<file path="src/rtl/mult_pkg.sv">
// Shared types and defaults for the multiplier issue/return controller.
// mult_op_t describes an operand pair at the default widths.
package mult_pkg;

    typedef enum logic [1:0] {
        IDLE = 2'd0,
        WAIT = 2'd1,
        HOLD = 2'd2
    } mult_state_e;

    localparam int MULT_DATA_WIDTH = 32;
    localparam int MULT_TAG_WIDTH  = 4;

    // Watchdog budget: the longest multiplier latency plus some margin.
    function automatic int default_timeout(input int data_width);
        return 2 * data_width + 16;
    endfunction

    localparam int MULT_TIMEOUT = default_timeout(MULT_DATA_WIDTH);

    typedef struct packed {
        logic [MULT_DATA_WIDTH-1:0] a;
        logic [MULT_DATA_WIDTH-1:0] b;
        logic [MULT_TAG_WIDTH-1:0]  tag;
    } mult_op_t;

endpackage

</file>
<file path="src/rtl/mult_op_fifo.sv">
// Synchronous FIFO for tagged operand pairs. It uses extra-bit pointers,
// so full and empty are told apart without a separate counter.
module mult_op_fifo #(
    parameter int DEPTH = 4,
    parameter int WIDTH = 8
) (
    input  logic             clk,
    input  logic             rst_n,
    input  logic             push,
    input  logic [WIDTH-1:0] push_data,
    input  logic             pop,
    output logic [WIDTH-1:0] pop_data,
    output logic             full,
    output logic             empty
);

    localparam int AW = $clog2(DEPTH);

    logic [AW:0]      wr_ptr;
    logic [AW:0]      rd_ptr;
    logic [WIDTH-1:0] mem [DEPTH];
    logic             do_push;
    logic             do_pop;

    assign empty   = (wr_ptr == rd_ptr);
    assign full    = (wr_ptr[AW] != rd_ptr[AW]) && (wr_ptr[AW-1:0] == rd_ptr[AW-1:0]);
    assign do_push = push && !full;
    assign do_pop  = pop && !empty;

    always_ff @(posedge clk or negedge rst_n) begin
        if (!rst_n) begin
            wr_ptr <= '0;
            rd_ptr <= '0;
        end else begin
            if (do_push) wr_ptr <= wr_ptr + 1'b1;
            if (do_pop)  rd_ptr <= rd_ptr + 1'b1;
        end
    end

    always_ff @(posedge clk) begin
        if (do_push) mem[wr_ptr[AW-1:0]] <= push_data;
    end

    assign pop_data = mem[rd_ptr[AW-1:0]];

endmodule

</file>
<file path="src/rtl/mult_issue_ctrl.sv">
// Issue/return controller for mult_booth. It buffers tagged operand pairs,
// keeps one multiplication in flight, and returns each result with its tag.
module mult_issue_ctrl
    import mult_pkg::*;
#(
    parameter int DATA_WIDTH = MULT_DATA_WIDTH,
    parameter int DEPTH      = 4,
    parameter int TAG_WIDTH  = MULT_TAG_WIDTH,
    parameter int TIMEOUT    = default_timeout(DATA_WIDTH)
) (
    input  logic                    clk,
    input  logic                    rst_n,
    input  logic                    s_valid,
    output logic                    s_ready,
    input  logic [DATA_WIDTH-1:0]   s_a,
    input  logic [DATA_WIDTH-1:0]   s_b,
    input  logic [TAG_WIDTH-1:0]    s_tag,
    output logic                    m_valid,
    output logic [DATA_WIDTH-1:0]   m_a,
    output logic [DATA_WIDTH-1:0]   m_b,
    input  logic                    mult_done,
    input  logic [2*DATA_WIDTH-1:0] mult_c,
    output logic                    r_valid,
    input  logic                    r_ready,
    output logic [2*DATA_WIDTH-1:0] r_c,
    output logic [TAG_WIDTH-1:0]    r_tag,
    output logic                    r_err,
    output logic                    err_sticky
);

    typedef struct packed {
        logic [DATA_WIDTH-1:0] a;
        logic [DATA_WIDTH-1:0] b;
        logic [TAG_WIDTH-1:0]  tag;
    } op_t;

    localparam int WD_W = $clog2(TIMEOUT + 1);

    mult_state_e          state;
    mult_state_e          state_nxt;
    op_t                  push_op;
    op_t                  head_op;
    logic                 fifo_full;
    logic                 fifo_empty;
    logic [TAG_WIDTH-1:0] issue_tag;
    logic [WD_W-1:0]      wd_cnt;
    logic                 issue;
    logic                 done_ok;
    logic                 timeout;
    logic                 spurious;
    logic                 release_res;

    assign push_op = '{a: s_a, b: s_b, tag: s_tag};
    assign s_ready = !fifo_full;

    mult_op_fifo #(
        .DEPTH (DEPTH),
        .WIDTH ($bits(op_t))
    ) u_fifo (
        .clk       (clk),
        .rst_n     (rst_n),
        .push      (s_valid),
        .push_data (push_op),
        .pop       (issue),
        .pop_data  (head_op),
        .full      (fifo_full),
        .empty     (fifo_empty)
    );

    always_ff @(posedge clk or negedge rst_n) begin
        if (!rst_n) state <= IDLE;
        else        state <= state_nxt;
    end

    // A mult_done that arrives in IDLE is dropped without a flag. It may
    // belong to an operation that was in flight across a reset.
    always_comb begin
        state_nxt   = state;
        issue       = 1'b0;
        done_ok     = 1'b0;
        timeout     = 1'b0;
        spurious    = 1'b0;
        release_res = 1'b0;
        unique case (state)
            IDLE: begin
                if (!fifo_empty) begin
                    issue     = 1'b1;
                    state_nxt = WAIT;
                end
            end
            WAIT: begin
                if (mult_done) begin
                    done_ok   = 1'b1;
                    state_nxt = HOLD;
                end else if (wd_cnt == WD_W'(TIMEOUT - 1)) begin
                    timeout   = 1'b1;
                    state_nxt = HOLD;
                end
            end
            HOLD: begin
                spurious = mult_done;
                if (r_ready) begin
                    release_res = 1'b1;
                    state_nxt   = IDLE;
                end
            end
            default: state_nxt = IDLE;
        endcase
    end

    always_ff @(posedge clk or negedge rst_n) begin
        if (!rst_n) begin
            m_valid   <= 1'b0;
            m_a       <= '0;
            m_b       <= '0;
            issue_tag <= '0;
        end else begin
            m_valid <= issue;
            if (issue) begin
                m_a       <= head_op.a;
                m_b       <= head_op.b;
                issue_tag <= head_op.tag;
            end
        end
    end

    always_ff @(posedge clk or negedge rst_n) begin
        if (!rst_n) begin
            wd_cnt <= '0;
        end else if (issue) begin
            wd_cnt <= '0;
        end else if (state == WAIT && wd_cnt != WD_W'(TIMEOUT)) begin
            wd_cnt <= wd_cnt + 1'b1;
        end
    end

    // The result stays frozen in HOLD. A late done cannot overwrite it.
    always_ff @(posedge clk or negedge rst_n) begin
        if (!rst_n) begin
            r_valid    <= 1'b0;
            r_c        <= '0;
            r_tag      <= '0;
            r_err      <= 1'b0;
            err_sticky <= 1'b0;
        end else begin
            if (done_ok) begin
                r_valid <= 1'b1;
                r_c     <= mult_c;
                r_tag   <= issue_tag;
                r_err   <= 1'b0;
            end else if (timeout) begin
                r_valid <= 1'b1;
                r_c     <= '0;
                r_tag   <= issue_tag;
                r_err   <= 1'b1;
            end else if (release_res) begin
                r_valid <= 1'b0;
            end
            if (timeout || spurious) err_sticky <= 1'b1;
        end
    end

endmodule
</file>
<file path="config.mk">
export PLATFORM = sky130hd
export DESIGN_NAME = mult_issue_ctrl
export DESIGN_NICKNAME = d
export VERILOG_FILES = /design/src/rtl/mult_pkg.sv /design/src/rtl/mult_op_fifo.sv /design/src/rtl/mult_issue_ctrl.sv
export SDC_FILE = /design/constraint.sdc
export NUM_CORES = 1
export LEC_CHECK = 0
export BUFFER_PORTS_ARGS = -buffer_cell sky130_fd_sc_hd__buf_2
export CORE_MARGIN = 3
export CORE_UTILIZATION = 56
export CTS_CLUSTER_DIAMETER = 30
export DETAILED_ROUTE_END_ITERATION = 12
export GPL_TIMING_DRIVEN = 0
export MAX_ROUTING_LAYER = met4
export PLACE_DENSITY = 0.8
export SLEW_MARGIN = 10
export SYNTH_ARGS = -nofsm -noshare
export SYNTH_HDL_FRONTEND = slang
export SYNTH_SLANG_ARGS = --single-unit
</file>
<file path="constraint.sdc">
create_clock -name clk -period 3.4 [get_ports clk]
set_input_delay 1.02 -clock clk [delete_from_list [all_inputs] [get_ports clk]]
set_output_delay 1.02 -clock clk [all_outputs]
set_load 0.05 [all_outputs]
</file>
==> out/results.tsv <==
stage	metric	value	unit
grt	gr-total-overflow	0	
power	p_per_area	1200	nW/um2
sta	worst_pin_slew	716	ps
drt	wl_per_cell	23.1	um
die	initial_utilization	0.577	
clock_tree	cts_hold_buf	0	
hold_path	hold_class	primary input to async pin	
clock_tree	cts_buffers	83	
sta	hold_violations	0	
finish	layout_commonest_cell	buf_2	
grt	busiest_layer	met2	
worst_setup_path	reg2reg_slack	1020	ps
worst_setup_path	reg2reg_to	u_fifo.mem[0][56]	
die	dieArea	30100	um2
clock_tree	cts_root_buf	clkbuf_16	
worst_setup_path	crit_arrival	2090	ps
grt	groute.usage.overall	0.250	
grt	grt_max_degree	85	
worst_setup_path	critPathCaptureType	output pin	
finish	areaGrowthSynthToFinish	31.3	%
grt	grt_pass1_wl	55.9	mm
drt	drc	0	
finish	layout-drive-gt1-share	0.464	
worst_setup_path	startpoint_type	register	
logic_synthesis	syn_nets	894	
worst_setup_path	worstPathMaxFanout	7	
sta	fin_ws	291	ps
drt	avgViaCountPerCell	5.56	
worst_setup_path	rr_worst_depth	5	
sta	fin_crit_sh	0.914	
clock_tree	cts_tree	done	
die	coreArea	27300	um2
clock_tree	clockBufferDepth	3	
placement	post-place-ws	904	ps
die	die_h	174	um
logic_synthesis	ys_seq_area_frac	0.766	
power	ir_drop	0.000761	V
placement	io_buffers	273	
sta	fin_setup_tns	0	ps
sta	fin_skew	17.9	ps
logic_synthesis	avgSynthCellArea	21.0	um2
logic_synthesis	ys.flop_type	edfxtp_1	
finish	layout.nets	1257	
grt	grt_util_met3	0.0775	
grt	gr-usage-met2	0.415	
sta	setup_violations	0	
drt	wl	36.2	mm
die	die_w	174	um
worst_setup_path	critPathLaunch	u_fifo.rd_ptr[0]	
drt	vias	8696	
sta	rsz0062_at_grt	no	
drt	drt_iter0_markers	467	
clock_tree	cts_resized	0	
clock_tree	h-tree-depth	3	
logic_synthesis	syn_inst	750	
sta	clock.fmax	322	MHz
placement	dpl.hpwl	20.9	mm
logic_synthesis	synth-edff-count	272	
logic_synthesis	ys_types	35	
sta	slew_viol_final	0	
worst_setup_path	r2r-start	u_fifo.rd_ptr[0]	
grt	grt_util_met1	0.298	
drt	drt-pass1-iter-count	7	
power	leakagePower	8.30	nW
sta	finalCriticalPeriod	3110	ps
die	row_count	60	
clock_tree	cts.sinks	427	
clock_tree	cts.clk_slew.worst_paths	50	ps
grt	antenna_found_initial	7	
job	drv_cap	0	
grt	first_global_vias	9601	
logic_synthesis	netlist_area	15700	um2
clock_tree	cts_setup_buffers	0	
logic_synthesis	yosysWarnings	0	
finish	most-common-layout-cells	buf_2, edfxtp_1, dfrtp_1	
logic_synthesis	synth_seq_cells	427	
power	total_power	24.8	mW
worst_setup_path	crit_type	register to output pin	
logic_synthesis	synthArstFlopShare	0.363	
sta	maxSlewHeadroom	0.523	
run_status	status	finished clean	
worst_setup_path	crit_required	2380	ps
placement	globalplace.congestion	0.852	
clock_tree	worstSkewPairLatency	570	ps
die	io_pins	274	
drt	drtAntennaViolNets	0	
flip-flops by register name, summed over array words and instances, names as in the netlist:
register and flops:
r_c 64, u_fifo.wr_ptr 3, m_b 32, err_sticky 1, r_valid 1, r_err 1, m_a 32, u_fifo.rd_ptr 3
u_fifo.mem 272, issue_tag 4, state 2, r_tag 4, m_valid 1, wd_cnt 7
critical path: stages, from the launching register on:
cell and delay, ps:
dfrtp_1 380, buf_2 220, xnor2_1 340, nand3b_1 270, buf_2 300
metrics by stage:
step | hold WS (ps) | cells | instance area [um2] | util
finish | 436 | 1563 | 20600 | 0.757
global route | 455 | 1563 | 20600 | 0.757
CTS | 437 | 1556 | 20600 | 0.757
detailed placement | 470 | 1400 | 17700 | 0.650
global placement | 462 | 1395 | 17600 | 0.644
floorplan | 454 | 750 | 15700 | -
cell type report:
cell class              count  area, um2
fillers                  1465       6610
well taps                 372        465
diodes                      7       17.5
plain buffers              41        236
clock buffers             100       2260
repair buffers            278       1500
inverters                   8       30.0
flip-flops and latches    427      12000
clock inverters            56        652
multi-input cells         274       3430
routing by layer:
metal / share of wire / routed length (um) / vias to the layer above
li1: - / - / 3796
met5: 0 / 0 / -
met1: 0.38 / 13700 / 4427
met2: 0.52 / 18700 / 406
met4: 0.023 / 820 / 0
met3: 0.081 / 2940 / 67
power breakdown:
part / switching, mW / internal (mW)
registers: 0.698 / 7.31
clock network: 2.81 / 5.44
logic: 5.73 / 2.86
total: 9.24 / 15.6
worst max path at each step:
stage	endpoint	slack, ps	cells past startpoint
6_report	s_ready	290	4
5_1_grt	s_ready	160	4
3_5_place_dp	s_ready	900	4
3_3_place_gp	r_c[1]	-1230	1
2_1_floorplan	u_fifo.mem[3][0]	20	4
4_1_cts	s_ready	260	4
cells in the mapped netlist, types with 2 or more instances:
cell type  number  area share
ha_1            7      0.0056
a21oi_1         3     0.00095
mux2_2         24       0.017
a22o_1         66       0.037
and3_1          4      0.0016
buf_6           7      0.0050
mux2i_1         2      0.0013
nor4_1          2     0.00080
nor2_1          6      0.0014
xnor2_1         7      0.0039
dfrtp_1       155        0.25
o2bb2ai_1       3      0.0017
mux4_2         68       0.097
nor3_1          4      0.0013
o21ai_0         3     0.00095
edfxtp_1      272        0.52
buf_4           2     0.00095
nand2_1        10      0.0024
xor2_1          2      0.0011
mux2_1         50       0.036
inv_1           8      0.0019
clkbuf_1       13      0.0031
buf_2          18      0.0057
nand3_1         3     0.00095
cell families (layout without fill, tap and decap cells):
group,count (synthesis),count (layout),synth area share
AO/OA/AOI/OAI,81,81,0.0438
XOR/XNOR,9,9,0.00501
adder cells (fa/ha/maj),7,7,0.00557
buffers and inverters,49,483,0.0170
flip-flops,427,427,0.766
multiplexers,144,144,0.152
other,0,7,0
AND/OR/NAND/NOR,33,33,0.0107
Note: power is estimated with default switching activity, not from simulation.
